$ cat src/rtl/jam_pkg.sv
// Shared constants and state encoding for the JAM cost server and its table.
package jam_pkg;

    localparam int JAM_N     = 8;
    localparam int COST_W    = 7;
    localparam int MINCOST_W = 10;
    localparam int CNT_W_DEF = 20;
    localparam int ADDR_W    = 6;
    localparam int MATCH_W   = 4;

    typedef enum logic [2:0] {
        S_IDLE,
        S_LOAD,
        S_SERVE,
        S_REPORT,
        S_DONE
    } jam_state_e;

endpackage

$ cat src/rtl/jam_cost_table.sv
// 64-entry cost register file: one synchronous write port and one
// combinational read port indexed by {W,J}.
module jam_cost_table #(
    parameter int COST_W = 7
) (
    input  logic              clk_i,
    input  logic              rst_ni,
    input  logic              we_i,
    input  logic [5:0]        wAddr_i,
    input  logic [COST_W-1:0] wData_i,
    input  logic [5:0]        rAddr_i,
    output logic [COST_W-1:0] rData_o
);

    logic [COST_W-1:0] mem_q [64];

    always_ff @(posedge clk_i or negedge rst_ni) begin
        if (!rst_ni) begin
            for (int i = 0; i < 64; i++) begin
                mem_q[i] <= '0;
            end
        end else if (we_i) begin
            mem_q[wAddr_i] <= wData_i;
        end
    end

    assign rData_o = mem_q[rAddr_i];

endmodule

$ cat src/rtl/jam_cost_server.sv
// Host-side companion for JAM: loads the cost table, holds JAM in reset until
// the table is complete, times the run and hands the result back to the host.
module jam_cost_server #(
    parameter int COST_W = jam_pkg::COST_W,
    parameter int CNT_W  = jam_pkg::CNT_W_DEF
) (
    input  logic                           CLK,
    input  logic                           RST_N,
    input  logic                           LD_VALID,
    output logic                           LD_READY,
    input  logic [COST_W-1:0]              LD_DATA,
    input  logic                           CLEAR,
    output logic                           JAM_RST,
    input  logic [2:0]                     W,
    input  logic [2:0]                     J,
    output logic [COST_W-1:0]              Cost,
    input  logic                           Valid,
    input  logic [jam_pkg::MINCOST_W-1:0]  MinCost,
    input  logic [jam_pkg::MATCH_W-1:0]    MatchCount,
    output logic                           RES_VALID,
    input  logic                           RES_READY,
    output logic [jam_pkg::MINCOST_W-1:0]  RES_COST,
    output logic [jam_pkg::MATCH_W-1:0]    RES_COUNT,
    output logic [CNT_W-1:0]               RUN_CYCLES
);

    import jam_pkg::*;

    localparam logic [CNT_W-1:0] CNT_MAX = {CNT_W{1'b1}};

    jam_state_e              state_q, state_d;
    logic [ADDR_W-1:0]       addr_q, addr_d;
    logic [CNT_W-1:0]        runCnt_q, runCnt_d;
    logic [MINCOST_W-1:0]    resCost_q, resCost_d;
    logic [MATCH_W-1:0]      resCount_q, resCount_d;
    logic                    jamRst_q, jamRst_d;
    logic                    tblWe;

    jam_cost_table #(
        .COST_W (COST_W)
    ) u_table (
        .clk_i   (CLK),
        .rst_ni  (RST_N),
        .we_i    (tblWe),
        .wAddr_i (addr_q),
        .wData_i (LD_DATA),
        .rAddr_i ({W, J}),
        .rData_o (Cost)
    );

    always_ff @(posedge CLK or negedge RST_N) begin
        if (!RST_N) begin
            state_q    <= S_IDLE;
            addr_q     <= '0;
            runCnt_q   <= '0;
            resCost_q  <= '0;
            resCount_q <= '0;
            jamRst_q   <= 1'b1;
        end else begin
            state_q    <= state_d;
            addr_q     <= addr_d;
            runCnt_q   <= runCnt_d;
            resCost_q  <= resCost_d;
            resCount_q <= resCount_d;
            jamRst_q   <= jamRst_d;
        end
    end

    always_comb begin
        state_d    = state_q;
        addr_d     = addr_q;
        runCnt_d   = runCnt_q;
        resCost_d  = resCost_q;
        resCount_d = resCount_q;
        tblWe      = 1'b0;

        case (state_q)
            S_IDLE: state_d = S_LOAD;
            S_LOAD: begin
                if (LD_VALID) begin
                    tblWe  = 1'b1;
                    addr_d = addr_q + 1'b1;
                    if (addr_q == 6'd63) begin
                        state_d = S_SERVE;
                    end
                end
            end
            S_SERVE: begin
                if (runCnt_q != CNT_MAX) begin
                    runCnt_d = runCnt_q + 1'b1;
                end
                if (Valid) begin
                    resCost_d  = MinCost;
                    resCount_d = MatchCount;
                    state_d    = S_REPORT;
                end
            end
            S_REPORT: begin
                if (RES_READY) begin
                    state_d = S_DONE;
                end
            end
            S_DONE:  state_d = S_DONE;
            default: state_d = S_IDLE;
        endcase

        // CLEAR overrides everything above, including a same-cycle load beat or capture.
        if (CLEAR && (state_q != S_IDLE)) begin
            state_d    = S_LOAD;
            addr_d     = '0;
            runCnt_d   = '0;
            resCost_d  = resCost_q;
            resCount_d = resCount_q;
            tblWe      = 1'b0;
        end

        jamRst_d = (state_d != S_SERVE);
    end

    assign LD_READY   = (state_q == S_LOAD);
    assign RES_VALID  = (state_q == S_REPORT);
    assign JAM_RST    = jamRst_q;
    assign RES_COST   = resCost_q;
    assign RES_COUNT  = resCount_q;
    assign RUN_CYCLES = runCnt_q;

endmodule

$ cat config.mk
export PLATFORM = sky130hd
export DESIGN_NAME = jam_cost_server
export DESIGN_NICKNAME = d
export VERILOG_FILES = /design/src/rtl/jam_pkg.sv /design/src/rtl/jam_cost_table.sv /design/src/rtl/jam_cost_server.sv
export SDC_FILE = /design/constraint.sdc
export NUM_CORES = 1
export LEC_CHECK = 0
export BUFFER_PORTS_ARGS = -buffer_cell sky130_fd_sc_hd__buf_2
export CAP_MARGIN = 5
export CORE_ASPECT_RATIO = 0.7
export CORE_MARGIN = 2
export CORE_UTILIZATION = 50
export DETAILED_ROUTE_END_ITERATION = 8
export GPL_ROUTABILITY_DRIVEN = 1
export PLACE_DENSITY_LB_ADDON = 0.1
export SETUP_SLACK_MARGIN = 0.05
export SLEW_MARGIN = 20
export SYNTH_ARGS = -nofsm -noshare
export SYNTH_HDL_FRONTEND = slang
export SYNTH_SLANG_ARGS = --single-unit
$ cat constraint.sdc
create_clock -name CLK -period 5.66 [get_ports CLK]
set_clock_uncertainty 0.2 [all_clocks]
set_input_delay 0.566 -clock CLK [delete_from_list [all_inputs] [get_ports CLK]]
set_output_delay 0.566 -clock CLK [all_outputs]
set_load 0.02 [all_outputs]
==> impl_metrics.yaml <==
run_status:
  status: "completed"
die:
  rows: 65
  dieArea_um2: 47500
  chipWidth_um: 260
  num_io_pins: 77
  core_area_um2: 45100
  die_height_um: 183
  start_util_pct: 50.7
worst_setup_path:
  critPathRequiredTime_ps: 4890
  timing.critical_path.cells: "buf_6, mux4_2, mux2i_1, o22ai_1, o21ai_0, o21ai_0, buf_2"
  slowest_stage: "buf_6"
  crit_path_start_kind: "input pin"
  crit_path_max_fanout: 57
  worst_setup_path_end_kind: "primary output"
  worstSetupPathType: "input pin to primary output"
  worst_ep_arrival_time_ps: 3140
  reg2reg_slack_ps: 2480
  crit_top_cell: "o21ai_0"
  slowest_delay_ps: 600
  rr_worst_depth: 4
place:
  io_buffers: 76
  hpwlAfterDp_um: 36500
  place.gp.congestion: 0.849
clocking:
  cts_sinks: 492
  clock_latency_ps: 560
  cts.clk_slew.worst_paths_ps: 60
  clockBufferDepth: 3
  ctsHtreeMaxLevel: 2
  cts_tree: "done"
  cts_buffers: 48
  post_cts_buffers: 0
  cts_root_buf: "clkbuf_16"
  post_cts_resized: 0
route:
  via_per_inst: 6.10
  routedWlPerCell_um: 25.5
  vias: 13500
  wirelength_um: 56300
  drc: 0
  ant_nets: 0
  first_pass_iters: 5
  initialDrtViolationCount: 1063
synth:
  syn-cell-area_um2: 22900
  seq_area_frac_synth_pct: 53.8
  yosys-top-cells-area: "dfrtp_1, mux2_2, mux4_2"
  yosys_warnings: 0
  ys.flop_type: "dfrtp_1"
  synth_edf_count: 0
  synth_seq_cells: 492
  synth_top_area_share_pct: 53.7
  synth_fp_nets: 1571
  syn_inst: 1536
  syn_avg_cell_area_um2: 14.9
  synth_cell_types: 63
  synth_top_area_cell: "dfrtp_1"
  synth-async-reset-ratio_pct: 100
sta:
  slew_headroom_pct: 39.8
  fin_crit_sh_pct: 69.0
  tns_ps: 0
  period_minus_slack_ps: 3900
  clock.fmax_mhz: 256
  finalHoldViolations: 0
  rsz0062_at_grt: "false"
  setup_violations: 0
  worst_pin_slew_ps: 904
  slew_viol_final: 0
grt:
  grt_use_total_pct: 24.4
  antenna_found_initial: 0
  grt_pass1_wl_um: 87400
  grt_max_degree: 141
  grt-ovfl-total: 0
  grt_pass1_vias: 13600
cells_and_area:
  drive_gt1_share_pct: 51.2
  nets: 1607
  area_growth_pct: 11.0
  antenna_cells: 0
power_and_ir_drop:
  p_leak_nw: 12.1
  power_mw: 7.46
  ir_drop_v: 0.000189
  powerDensity_nw_per_um2: 294
run:
  cap_viol_max_count: 0
hold_path:
  min_path_type: "input pin to flop"
  worstHoldPathCells: 2
critical path, delay by kind of cell:
kind	cells	cell delay, ps
compound gates	3	720
buf+inv	2	810
mux	2	960
synthesized netlist by cell type, types with 7 or more instances:
| master | instances |
|---|---|
| dfrtp_1 | 491 |
| mux2_2 | 470 |
| mux4_2 | 112 |
| clkbuf_1 | 60 |
| nand2_1 | 41 |
| nor2_2 | 32 |
| nor2_1 | 30 |
| o22ai_1 | 22 |
| buf_2 | 18 |
| nand3_1 | 18 |
| buf_4 | 17 |
| nand2_2 | 16 |
| or3_1 | 16 |
| buf_1 | 14 |
| nor2b_1 | 12 |
| o21ai_0 | 11 |
| o22a_1 | 10 |
| a21oi_1 | 9 |
| mux2i_1 | 9 |
| o221ai_1 | 9 |
| and3_1 | 7 |
| xor2_1 | 7 |
repair_timing:
item / in CTS / in global routing
endpoints found under the setup margin: 0 / 0
hold buffers: 1 / 0
endpoints found under the hold margin: 87 / 0
where the power goes:
group | switching [mW] | leakage (nW) | internal (mW)
sequential | 0.0389 | 6.82 | 3.59
clock | 1.37 | 0.823 | 2.02
combinational | 0.286 | 4.48 | 0.168
total | 1.69 | 12.1 | 5.77
cells by family after synthesis:
kind of cell             count (synthesis)  share of synthesized area [%]
buffers and inverters                  114                           2.31
AO/OA/AOI/OAI                           93                           2.91
AND/OR/NAND/NOR                        231                           5.85
XOR/XNOR                                11                          0.421
adder cells (fa/ha/maj)                  2                          0.109
flip-flops                             492                           53.8
multiplexers                           593                           34.6
worst paths after layout:
kind | from | end
max in group asynchronous | RST_N | u_table.mem_q[296]$_DFFE_PN0P_
min in group asynchronous | RST_N | RUN_CYCLES[7]$_DFFE_PN0P_
hold reg to reg | u_table.mem_q[205]$_DFFE_PN0P_ | u_table.mem_q[205]$_DFFE_PN0P_
hold / removal | MinCost[9] | RES_COST[9]$_DFFE_PN0P_
setup reg to reg | state_q[0]$_DFF_PN0_ | u_table.mem_q[370]$_DFFE_PN0P_
setup / recovery | J[0] | Cost[4]
state kept, by name, summed over array words and instances, names as in the netlist:
signal and flops:
u_table.mem_q 448, RUN_CYCLES 20, RES_COST 10, addr_q 6, RES_COUNT 4, state_q 3, JAM_RST 1
per-layer routing:
layer	GRT usage (%)	up-vias	routed length (µm)
met5	0	-	0
met1	38.3	7264	27500
met4	4.34	0	765
met3	6.81	63	3910
met2	34.1	327	24100
li1	-	5810	-
stage by stage:
step	hold slack (ps)	util [%]	instances	setup WS, ps	area, µm²
floorplan	70.4	-	1536	2440	22900
CTS	11.4	56.3	2208	1730	25400
global placement	278	52.6	2124	1720	23700
detailed placement	288	52.6	2124	1730	23700
global route	15.8	56.3	2208	1540	25400
finish	31.2	56.3	2208	1760	25400
cell type report:
| class | count | area (µm²) |
|---|---|---|
| clock buffers | 67 | 1420 |
| repair buffers | 97 | 622 |
| well taps | 603 | 754 |
| multi-input cells | 930 | 10100 |
| fillers | 3616 | 19700 |
| clock inverters | 16 | 233 |
| inverters | 3 | 11.3 |
| flip-flops and latches | 492 | 12300 |
layout by cell type (no fill, tap or decap), types with 5 or more instances in the layout:
| cell type | netlist | final |
|---|---|---|
| nand3_2 | 5 | 5 |
| xor2_1 | 7 | 7 |
| nor2b_1 | 12 | 12 |
| buf_2 | 18 | 73 |
| or3_1 | 16 | 16 |
| a21oi_1 | 9 | 9 |
| nand2_2 | 16 | 16 |
| clkbuf_16 | 0 | 49 |
| buf_4 | 17 | 16 |
| and3_1 | 7 | 7 |
| or2_2 | 5 | 5 |
| mux4_2 | 112 | 112 |
| nor3_1 | 6 | 6 |
| mux2i_1 | 9 | 9 |
| buf_12 | 0 | 5 |
| nand2_1 | 41 | 41 |
| or4_1 | 6 | 6 |
| nand2b_1 | 6 | 6 |
| o22ai_1 | 22 | 22 |
| nor2_2 | 32 | 32 |
| clkbuf_8 | 0 | 13 |
| o21ai_0 | 11 | 11 |
| clkinv_2 | 0 | 9 |
| a211oi_1 | 5 | 5 |
| clkbuf_1 | 60 | 5 |
| nand3_1 | 18 | 18 |
| nor2_1 | 30 | 30 |
| bufinv_16 | 0 | 6 |
| o221ai_1 | 9 | 9 |
| o22a_1 | 10 | 10 |
| nand4_1 | 6 | 6 |
| dfrtp_1 | 491 | 491 |
| mux2_2 | 470 | 470 |
Note: power is estimated with default switching activity, not from simulation.
